`src/rtl/serial_mux.sv`:
```
// Eight-channel packetizing multiplexer: per-channel byte FIFOs drained as {channel,count} packets onto one bus.
// Define SERIAL_MUX_FIXED_PRIORITY_EN to make the arbiter always pick the lowest-numbered non-empty channel.
module serial_mux #(
    parameter int FIFO_DEPTH = 4,
    parameter int MAX_LEN    = 15
) (
    input  logic       clk,
    input  logic       rst,
    input  logic [7:0] DataIn0,
    input  logic [7:0] DataIn1,
    input  logic [7:0] DataIn2,
    input  logic [7:0] DataIn3,
    input  logic [7:0] DataIn4,
    input  logic [7:0] DataIn5,
    input  logic [7:0] DataIn6,
    input  logic [7:0] DataIn7,
    input  logic [7:0] Wr,
    output logic [7:0] Full,
    output logic [7:0] DataOut,
    output logic       NewPacket,
    output logic       Busy
);

    localparam int AW = $clog2(FIFO_DEPTH);
    localparam int CW = AW + 1;

    typedef enum logic {IDLE, PAYLOAD} state_t;

    state_t          state, stateNext;
    logic [7:0]      dataIn [8];
    logic [7:0]      mem [8][FIFO_DEPTH];
    logic [AW-1:0]   wrPtr [8];
    logic [AW-1:0]   rdPtr [8];
    logic [CW-1:0]   occ [8];
    logic [7:0]      push, pop, notEmpty;
    logic [2:0]      last, lastNext, chan, chanNext, pick;
    logic [3:0]      remaining, remainingNext, occSel, nSel;
    logic            anyReady;
    logic [7:0]      dataOutNext;
    logic            newPacketNext, busyNext;

    assign dataIn = '{DataIn0, DataIn1, DataIn2, DataIn3, DataIn4, DataIn5, DataIn6, DataIn7};

    always_comb begin
        for (int i = 0; i < 8; i++) begin
            Full[i]     = (occ[i] == CW'(FIFO_DEPTH));
            notEmpty[i] = (occ[i] != '0);
            push[i]     = Wr[i] & ~Full[i];
            pop[i]      = (state == PAYLOAD) && (chan == 3'(i));
        end
    end

    // Pointers wrap naturally because the depth is a power of two
    always_ff @(posedge clk or posedge rst) begin
        if (rst) begin
            for (int i = 0; i < 8; i++) begin
                wrPtr[i] <= '0;
                rdPtr[i] <= '0;
                occ[i]   <= '0;
            end
        end else begin
            for (int i = 0; i < 8; i++) begin
                if (push[i]) wrPtr[i] <= wrPtr[i] + AW'(1);
                if (pop[i])  rdPtr[i] <= rdPtr[i] + AW'(1);
                if (push[i] && !pop[i])      occ[i] <= occ[i] + CW'(1);
                else if (pop[i] && !push[i]) occ[i] <= occ[i] - CW'(1);
            end
        end
    end

    always_ff @(posedge clk) begin
        for (int i = 0; i < 8; i++) begin
            if (push[i]) mem[i][wrPtr[i]] <= dataIn[i];
        end
    end

    always_comb begin
        pick     = '0;
        anyReady = 1'b0;
`ifdef SERIAL_MUX_FIXED_PRIORITY_EN
        for (int k = 7; k >= 0; k--) begin
            if (notEmpty[k]) begin
                pick     = 3'(k);
                anyReady = 1'b1;
            end
        end
`else
        // Scan farthest-first so the channel nearest after last wins
        begin
            logic [2:0] idx;
            idx = '0;
            for (int k = 8; k >= 1; k--) begin
                idx = last + 3'(k);
                if (notEmpty[idx]) begin
                    pick     = idx;
                    anyReady = 1'b1;
                end
            end
        end
`endif
        occSel = 4'(occ[pick]);
        nSel   = (occSel > 4'(MAX_LEN)) ? 4'(MAX_LEN) : occSel;
    end

    // Busy still high in IDLE means a packet just ended, so hold one gap cycle
    always_comb begin
        stateNext     = state;
        lastNext      = last;
        chanNext      = chan;
        remainingNext = remaining;
        dataOutNext   = '0;
        newPacketNext = 1'b0;
        busyNext      = 1'b0;
        case (state)
            IDLE: begin
                if (!Busy && anyReady) begin
                    dataOutNext   = {1'b0, pick, nSel};
                    newPacketNext = 1'b1;
                    busyNext      = 1'b1;
                    lastNext      = pick;
                    chanNext      = pick;
                    remainingNext = nSel;
                    stateNext     = PAYLOAD;
                end
            end
            PAYLOAD: begin
                dataOutNext   = mem[chan][rdPtr[chan]];
                busyNext      = 1'b1;
                remainingNext = remaining - 4'd1;
                if (remaining == 4'd1) stateNext = IDLE;
            end
            default: stateNext = IDLE;
        endcase
    end

    always_ff @(posedge clk or posedge rst) begin
        if (rst) begin
            state     <= IDLE;
            last      <= 3'd7;
            chan      <= '0;
            remaining <= '0;
            DataOut   <= '0;
            NewPacket <= 1'b0;
            Busy      <= 1'b0;
        end else begin
            state     <= stateNext;
            last      <= lastNext;
            chan      <= chanNext;
            remaining <= remainingNext;
            DataOut   <= dataOutNext;
            NewPacket <= newPacketNext;
            Busy      <= busyNext;
        end
    end

endmodule

```
`config.mk`:
```
export PLATFORM = sky130hd
export DESIGN_NAME = serial_mux
export DESIGN_NICKNAME = d
export VERILOG_FILES = /design/src/rtl/serial_mux.sv
export SDC_FILE = /design/constraint.sdc
export NUM_CORES = 1
export LEC_CHECK = 0
export CAP_MARGIN = 20
export CORE_MARGIN = 2
export CORE_UTILIZATION = 60
export CTS_CLUSTER_SIZE = 20
export DETAILED_ROUTE_END_ITERATION = 7
export HOLD_SLACK_MARGIN = 0.12
export PLACE_DENSITY = 0.8
export SYNTH_ARGS = -nofsm -noshare
export SYNTH_HDL_FRONTEND = slang
export SYNTH_SLANG_ARGS = --single-unit
```
`constraint.sdc`:
```
create_clock -name clk -period 5.55 [get_ports clk]
set_clock_uncertainty 0.15 [all_clocks]
set_input_delay 0.8325 -clock clk [delete_from_list [all_inputs] [get_ports clk]]
set_output_delay 0.8325 -clock clk [all_outputs]
set_load 0.1 [all_outputs]
```
### Word-level counts from Yosys, hierarchy flattened

Memories as Yosys holds them, arrays and structs flattened.
Index checks and enable logic that the tools add are counted.

| storage, ports and cells | value |
|---|---|
| RAM bits | 256 |
| register bits after elaboration | 77 |
| latch bits | 0 |
| bits in read-only memories | 0 |
| memories kept | 1 |
| word-level logic and storage cells | 310 |

Memories:

| name | depth | width | read ports | clocked after memory_dff | wr ports | RTL line | RTL |
|---|---|---|---|---|---|---|---|
| mem | 8 | 32 | 1 | 0 | 8 | 31 | `logic [7:0] mem [8][FIFO_DEPTH];` |

| cells by class | value |
|---|---|
| reduce and logical (&&, ||, !) cells | 68 |
| divide/modulo/power cells | 0 |
| shifts and indexed selects | 0 |
| eq/ne operators | 17 |
| order comparisons | 27 |
| $mul | 0 |
| add/sub/neg operators | 40 |
| bitwise logic cells | 28 |
| multiplexer cells | 98 |

Operators with widths:

| cell | count |
|---|---|
| 2-to-1 mux 32 bit | 8 |
| demux 8 bit (select 2 bit) | 8 |
| 2-to-1 mux 8 bit | 10 |
| 2-to-1 mux 3 bit | 26 |
| equality test 3 bit, second input constant | 12 |
| logical AND 1 bit | 33 |
| adder 2 x 1 -> 2 bit, second input constant | 16 |
| less-than comparator 3 x 4 -> 1 bit, second input constant | 8 |
| adder 3 x 1 -> 3 bit, second input constant | 9 |
| >= comparator 3 bit, second input constant | 9 |
| 2-to-1 mux 1 bit | 27 |
| inverter 2 -> 3 bit | 9 |
| binary-select mux 1 bit (select 3 bit) | 8 |
| less-than comparator 3 x 1 -> 1 bit, second input constant | 8 |
| nonzero test 3 bit | 8 |
| subtractor 3 x 1 -> 3 bit, second input constant | 8 |
| logical NOT 1 bit | 17 |
| binary-select mux 8 bit (select 2 bit) | 1 |
| case mux 8 bit (2 select lines) | 1 |
| nonzero test 2 bit | 8 |
| adder 3 bit, second input constant | 4 |
| binary-select mux 3 bit (select 3 bit) | 1 |
| inverter 1 bit | 9 |
| AND 1 bit | 8 |
| 16 further kinds | 22 |

### Depth between registers and ports, before layout

Gate-level depths: netlist of run 1.

| logic depth | value |
|---|---|
| depth in word-level cells | 17 |
| gate-level depth with buffers | 15 |

### Worst setup path before layout of run 1

Ideal clock, no wire load.

| path | value |
|---|---|
| path kind | register to register |
| start | register occ[3] (netlist bit) |
| end | register occ[4] (netlist bit) |
| clock period less this slack | 4.284 ns |
| cell stages (with the launch flop) | 8 |
| library setup time | 0.125 ns |
| path buffers | 1 |
| path slack | 1.266 ns |
| arrival time | 4.010 ns |
| cell sequence | dfrtp_1 > nor3b_1 > nor2b_1 > clkbuf_1 > ha_1 > inv_1 > fa_1 > mux2_2 |

| between the ends | value |
|---|---|
| longest elaborated chain between the ends | 6 |

Ends and longest elaborated chain:

| item | RTL line | RTL |
|---|---|---|
| start, declared | 34 | `logic [CW-1:0] occ [8];` |
| start signal, assigned by index | 65 | `if (push[i] && !pop[i]) occ[i] <= occ[i] + CW'(1);` |
| start signal, assigned by index | 66 | `else if (pop[i] && !push[i]) occ[i] <= occ[i] - CW'(1);` |
| equality test 3 bit (*) | 46 | `Full[i] = (occ[i] == CW'(FIFO_DEPTH));` |
| named net Full[6] | 18 | `output logic [7:0] Full,` |
| inverter 1 bit (*) | 48 | `push[i] = Wr[i] & ~Full[i];` |
| AND 1 bit (*) | 48 |  |
| named net push[6] | 35 | `logic [7:0] push, pop, notEmpty;` |
| logical NOT 1 bit | 66 |  |
| logical AND 1 bit | 66 |  |
| nonzero test 2 bit (no line) | n/a |  |

The timed path passes the listed nets; every way through them passes the cells marked *. The select of a mux whose other input is x is not followed.
A chain may end at the register's enable or synchronous reset.

### Worst setup path in the final report of run 1

| path | value |
|---|---|
| start | register last[1] |
| end | register DataOut[0] |

| between the ends | value |
|---|---|
| longest elaborated chain between the ends | 16 |

Ends and longest elaborated chain:

| item | RTL line | RTL |
|---|---|---|
| start, declared | 36 | `logic [2:0] last, lastNext, chan, chanNext, pick;` |
| start signal, assigned | 147 | `last <= lastNext;` |
| adder 3 bit or binary-select mux 1 bit (select 3 bit) (tied branches) | 93, 94 |  |
| binary-select mux 1 bit (select 3 bit) or 2-to-1 mux 1 bit (tied branches) | 94 | `if (notEmpty[idx]) begin` |
| 2-to-1 mux 1 bit (not written as such) or 2-to-1 mux 3 bit (tied branches) | 94 |  |
| 2-to-1 mux 3 bit (7 in a row) | 94 |  |
| inverter 3 -> 4 bit (not written as such) | 101 | `occSel = 4'(occ[pick]);` |
| binary-select mux 3 bit (select 3 bit) | 101 |  |
| 2-to-1 mux 3 bit (not written as such) (2 in a row) | 101 |  |
| 2-to-1 mux 7 bit (*) | 116 | `if (!Busy && anyReady) begin` |
| case mux 8 bit (2 select lines) (*) | 114 | `case (state)` |
| named net dataOutNext[0] | 39 | `logic [7:0] dataOutNext;` |
| end signal, assigned | 150 | `DataOut <= dataOutNext;` |
| end, declared | 19 | `output logic [7:0] DataOut,` |

Marks and branches as above.

==> metrics.txt, run 1 <==
outcome=complete, no violations; Post-Synthesis Cell Area=0.01538 sq mm; via count=8799; CP Data Arrival Time=4.61 ns; hpwl dp=24810 microns; vias per std cell=6.441; Pleak=6.245 nW; Avg WL per Cell=27.51 microns; drt drc=0; endpoints failing hold=0; Slew @ Worst Pin=1.006 ns; relative slew slack=32.91%; post-synth cell types=74; global-route wire length before repair=56040 microns; CTS Buf Count=31; fraction of registers with async set/reset=23.12%; crit path kind=reg2reg; Peak VDD IR=0.4837 mV; Final nets=1137; port bufs=91; core area=0.02518 sq mm; Starting Density=61.09%; FMAX=233.5 MHz; sequential area share after synthesis=62.52%; Hold Crit Class=reg2reg; Area Overhead vs Synth=14.72%; count leader, synth=edfxtp_1; YS warnings=0; Setup crit end kind=flop; Yosys reg bits=333; postcts setup bufs=0; initial DRC count=1038; PD cells=641.5 mW/mm^2; # H-tree levels=1; max-cap check violation count=0; Synthesized Nets=1047; Die ar.=0.02694 sq mm; CTS tree=done; mux contribution to synthesized area=16.91%; Critical Path RT=5.88 ns; Final min period=4.283 ns; fin cells=1366; Final Max Slew Viols=0; Area contributors post-synth=edfxtp_1, mux4_2, dfrtp_1; hold buffers post-CTS=0; leading area contributor after synthesis=edfxtp_1; Tcrit/Tclk final=77.16%; vias in the first global route=9007; top_reg_cell synth=edfxtp_1; total wire length=37570 microns; Reg clk slew, reported paths=0.06 ns; top-level port count=92; largest net degree at the start of global routing=54; post-synth top area share=49.97%; Startpoint Class=flop; Synth Instances=921; Adder-Cell Fraction of Synth Area=4.620%; # placed instances=1307; Die H=164.1 microns; Clock Path Buffers=3; share of layout cells above drive strength 1=19.69%; Rows=58; Remaining Overflow, GRT=0; die width=164.1 microns; RD Place Congestion=0.9211; Compound-Gate Fraction of Synth Area=4.750%; Post-Synth Simple-Gate Area=6.157%; main combinational cell family by area after synthesis=multiplexers; Setup TNS=0 ns; Root Buffer=clkbuf_16; GRT Overall Usage=28.97%; XOR/XNOR Fraction of Synth Area=2.952%; top cells by count, synth=edfxtp_1, mux4_2, dfrtp_1; CTS resizes=0; RSZ-0062 raised after global routing=no; post-route ant nets=0; drt pass-1 iters=5; Finished Core Util=70.08%; Post-synth EDFFs=256; final setup vio count=0; antenna violations before repair=0; ANT cells=0; CP max FO=24; clock sink total=333; clk_lat worst skew=0.59 ns; Avg Cell Area, Syn=16.70 sq um
[path summary, 6_finish.rpt]
| check | start | end | slack [ns] | depth (start not counted) |
|---|---|---|---|---|
| setup / recovery | last[1]$_DFFE_PP1P_ | DataOut[0]$_DFF_PP0_ | 1.27 | 11 |
| hold / removal | rdPtr[11]$_DFFE_PP0P_ | rdPtr[11]$_DFFE_PP0P_ | 0.32 | 1 |
| setup reg to reg | last[1]$_DFFE_PP1P_ | DataOut[0]$_DFF_PP0_ | 1.27 | 11 |
| hold reg to reg | rdPtr[11]$_DFFE_PP0P_ | rdPtr[11]$_DFFE_PP0P_ | 0.32 | 1 |
| max in group asynchronous | rst | chan[1]$_DFFE_PP0P_ | 3.73 | 3 |
| min in group asynchronous | rst | wrPtr[1]$_DFFE_PP0P_ | 0.43 | 2 |
[state kept, by name (all words and copies together) (netlist names)]
signal     count
mem          256
occ           24
rdPtr         16
wrPtr         16
DataOut        8
remaining      4
chan           3
last           3
Busy           1
NewPacket      1
state          1
[stage by stage]
stage | instance area, sq um | power, mW | hold WS [ns] | setup slack [ns]
global route | 17650 | 11.82 | 0.3349 | 0.9239
detailed placement | 16590 | 9.007 | 0.3102 | 1.354
finish | 17650 | 11.32 | 0.3170 | 1.267
floorplan | 15380 | 7.606 | 0.2865 | 1.266
global placement | 16590 | 8.904 | 0.3008 | 1.424
CTS | 17640 | 11.28 | 0.3227 | 1.333
[final cells by class]
type,count,area [sq um]
sequential,333,9623
fill,1596,7533
multi-input combinational,507,5444
timing repair buffer,98,963.4
clock buffer,37,798.3
tap,330,412.9
clock inverter,21,255.2
inverter,40,151.4
[logic make-up (layout without fill, tap and decap cells)]
| logic type | Yosys count | count (layout) |
|---|---|---|
| buf+inv | 81 | 196 |
| simple gates | 176 | 176 |
| fa+ha+maj | 52 | 52 |
| xor+xnor | 51 | 51 |
| mux | 136 | 136 |
| flops | 333 | 333 |
| compound gates | 92 | 92 |
[worst max-delay path: stages, from the launching register on]
cell       delay, ns
dfstp_2         0.64
inv_2           0.13
ha_1            0.85
nor4_1          0.14
a2111oi_0       0.53
a211o_1         0.25
nor2_4          0.07
a311oi_4        0.50
inv_2           0.12
or3_1           0.41
a211o_2         0.29
o211ai_1        0.10
[per-layer routing]
metal  global-route usage (%)  share of wire, %
met1                    38.19                37
met2                    49.28                52
met3                    3.914               6.8
met4                    11.68               4.2
met5                        0                 0
[cells in the final DEF (no fill, tap or decap), types with 7 or more instances in the layout]
master and instances:
buf_4 7, clkbuf_16 31, and2_1 33, nand3_1 7, nand2_1 36, dfrtp_1 72, edfxtp_1 256, xor2_1 19
mux2i_1 18, o22ai_1 8, fa_1 8, xnor2_1 31, or3_1 8, inv_1 36, clkdlybuf4s50_1 91, nor2b_1 17
nor3_1 18, mux4_2 94, a21oi_1 8, ha_1 44, mux2_2 20, o21ai_0 22, nor2_1 23
[power breakdown]
group | internal (mW) | switching, mW
clock | 1.27 | 0.955
sequential | 3.42 | 0.599
combinational | 2.16 | 2.92
No activity file was read; power rests on OpenSTA's default activity.
==> run 2, diff against run 1 <==
CORE_UTILIZATION = 54   (was 60)
PLACE_DENSITY = 0.76   (was 0.8)
clock period = 3.59 ns   (was 5.55 ns; I/O delays follow)
==> run 2 against run 1 <==
  * Critical path depth down 2
  * Sequential power up 48%
  * Maximum frequency up 26%
  * Core utilization down 4.3 points
  * Worst hold slack worse by 0.076 ns
  * Via count up 1.6%
  * First-iteration DRC count down 22%
  * Combinational power up 72%
  * Power up 62%
  * Largest cell class unchanged
==> metrics.txt, run 2 (same netlist as run 1, synthesis figures left out) <==
outcome=complete, no violations; Rows=61; clk_lat worst skew=0.52 ns; global-route wire length before repair=57000 microns; CTS Buf Count=35; initial DRC count=814; hpwl dp=26420 microns; antenna violations before repair=0; endpoints failing hold=0; Clock Path Buffers=3; clock sink total=333; Avg WL per Cell=25.61 microns; GRT Overall Usage=25.82%; CP Data Arrival Time=3.68 ns; reg-to-reg critical path startpoint=occ[6]$_DFFE_PP0P_; Tcrit/Tclk final=95.05%; Final nets=1198; Final min period=3.412 ns; vias per std cell=6.060; top-level port count=92; Startpoint Class=flop; Die ar.=0.02985 sq mm; PD cells=995.5 mW/mm^2; # H-tree levels=2; share of layout cells above drive strength 1=26.14%; Slowest-stage cell, CP=mux4_2; Setup TNS=0 ns; R2R Setup Slk=0.18 ns; crit path kind=reg2reg; Root Buffer=clkbuf_16; Final Max Slew Viols=0; CTS tree=done; Tot Pwr=18.29 mW; vias in the first global route=9262; RD Place Congestion=0.8939; CP max FO=6; total wire length=37800 microns; fin cells=1476; final setup vio count=0; Reg clk slew, reported paths=0.06 ns; post-route ant nets=0; core area=0.02793 sq mm; ANT cells=0; drt drc=0; Critical Path RT=3.86 ns; Peak VDD IR=0.5727 mV; # placed instances=1412; most frequent cells in the layout=edfxtp_1, mux4_2, clkdlybuf4s50_1; Starting Density=55.07%; RSZ-0062 raised after global routing=no; most common cell after layout, fill and taps aside=edfxtp_1; Finished Core Util=65.78%; largest net degree at the start of global routing=78; Slew @ Worst Pin=0.9815 ns; max FFs per register=256; FMAX=293.1 MHz; drt pass-1 iters=5; peak per-stage delay on the critical path=0.55 ns; max-cap check violation count=0; port bufs=91; Pleak=6.648 nW; die width=172.8 microns; Die H=172.8 microns; worst reg2reg endpoint=DataOut[0]$_DFF_PP0_; Remaining Overflow, GRT=0; Area Overhead vs Synth=19.45%; relative slew slack=34.36%; Worst R2R Path Depth=9; Hold Crit Class=in2async; Setup crit end kind=flop; hold buffers post-CTS=0; hold_ws=0.2410 ns; critical-path cell list=or3_1 > mux4_2 > a211o_1 > nor2_4 > o311ai_2 > a31oi_4 > buf_4 > mux2_2 > o211ai_1; via count=8944; Fill cells=1964
-- run 2: cell count changes in the layout (fill, tap and decap cells not counted), sizes merged --
cell and change:
clkinv +4, buf +65, bufinv -1, inv +3, clkdlybuf4s50 -8, clkinvlp -4
clkbuf +3
-- run 2: timing repair --
item,in CTS,in global routing
setup endpoints to repair,2,6
pin swaps,0,4
buffers inserted,0,1
gates resized for setup,1,9
-- run 2: worst max path at each step --
stage	slack, ns	startpoint	to
after floorplan	0.008	last[0]$_DFFE_PP1P_	remaining[1]$_DFFE_PP0P_
after global placement	0.10	last[0]$_DFFE_PP1P_	remaining[1]$_DFFE_PP0P_
after detailed placement	-0.01	last[0]$_DFFE_PP1P_	remaining[0]$_DFFE_PP0P_
after CTS	0.05	last[0]$_DFFE_PP1P_	remaining[0]$_DFFE_PP0P_
after global routing	0.01	occ[6]$_DFFE_PP0P_	remaining[1]$_DFFE_PP0P_
final	0.18	occ[6]$_DFFE_PP0P_	DataOut[0]$_DFF_PP0_
-- run 2: critical path, delay by kind of cell (launching register included) --
family	cells	cell delay, ns
flops	1	0.46
compound gates	4	1.02
simple gates	2	0.65
mux	2	0.89
buf+inv	1	0.16
-- run 2: metal layers --
metal	GRT usage (%)	part of all wire (%)	up-vias
li1	-	-	3890
met2	44.86	52	354
met1	33.92	39	4626
met4	8.969	3.2	0
met3	3.298	6.0	74
met5	0	0	-
-- run 2: layout make-up --
| cell class | instances | area [sq um] | area share [%] |
|---|---|---|---|
| clock buffer | 40 | 904.6 | 4.923 |
| multi-input combinational | 507 | 5554 | 30.23 |
| inverter | 40 | 151.4 | 0.8239 |
| tap | 378 | 473.0 | 2.574 |
| clock inverter | 23 | 235.2 | 1.280 |
| timing repair buffer | 155 | 1434 | 7.803 |
| sequential | 333 | 9623 | 52.37 |
-- run 2: through the flow --
stage               worst slack (ns)  instance area (sq um)
floorplan                   0.007568                  15440
global placement              0.1029                  17170
detailed placement          -0.01151                  17170
CTS                          0.05058                  18310
global route                 0.01435                  18380
finish                        0.1776                  18380
-- run 2: where the power goes --
part           switching, mW  internal, mW  total (mW)
registers              0.646          5.30        5.94
clock network           1.49          2.12        3.61
logic                   4.90          3.84        8.74
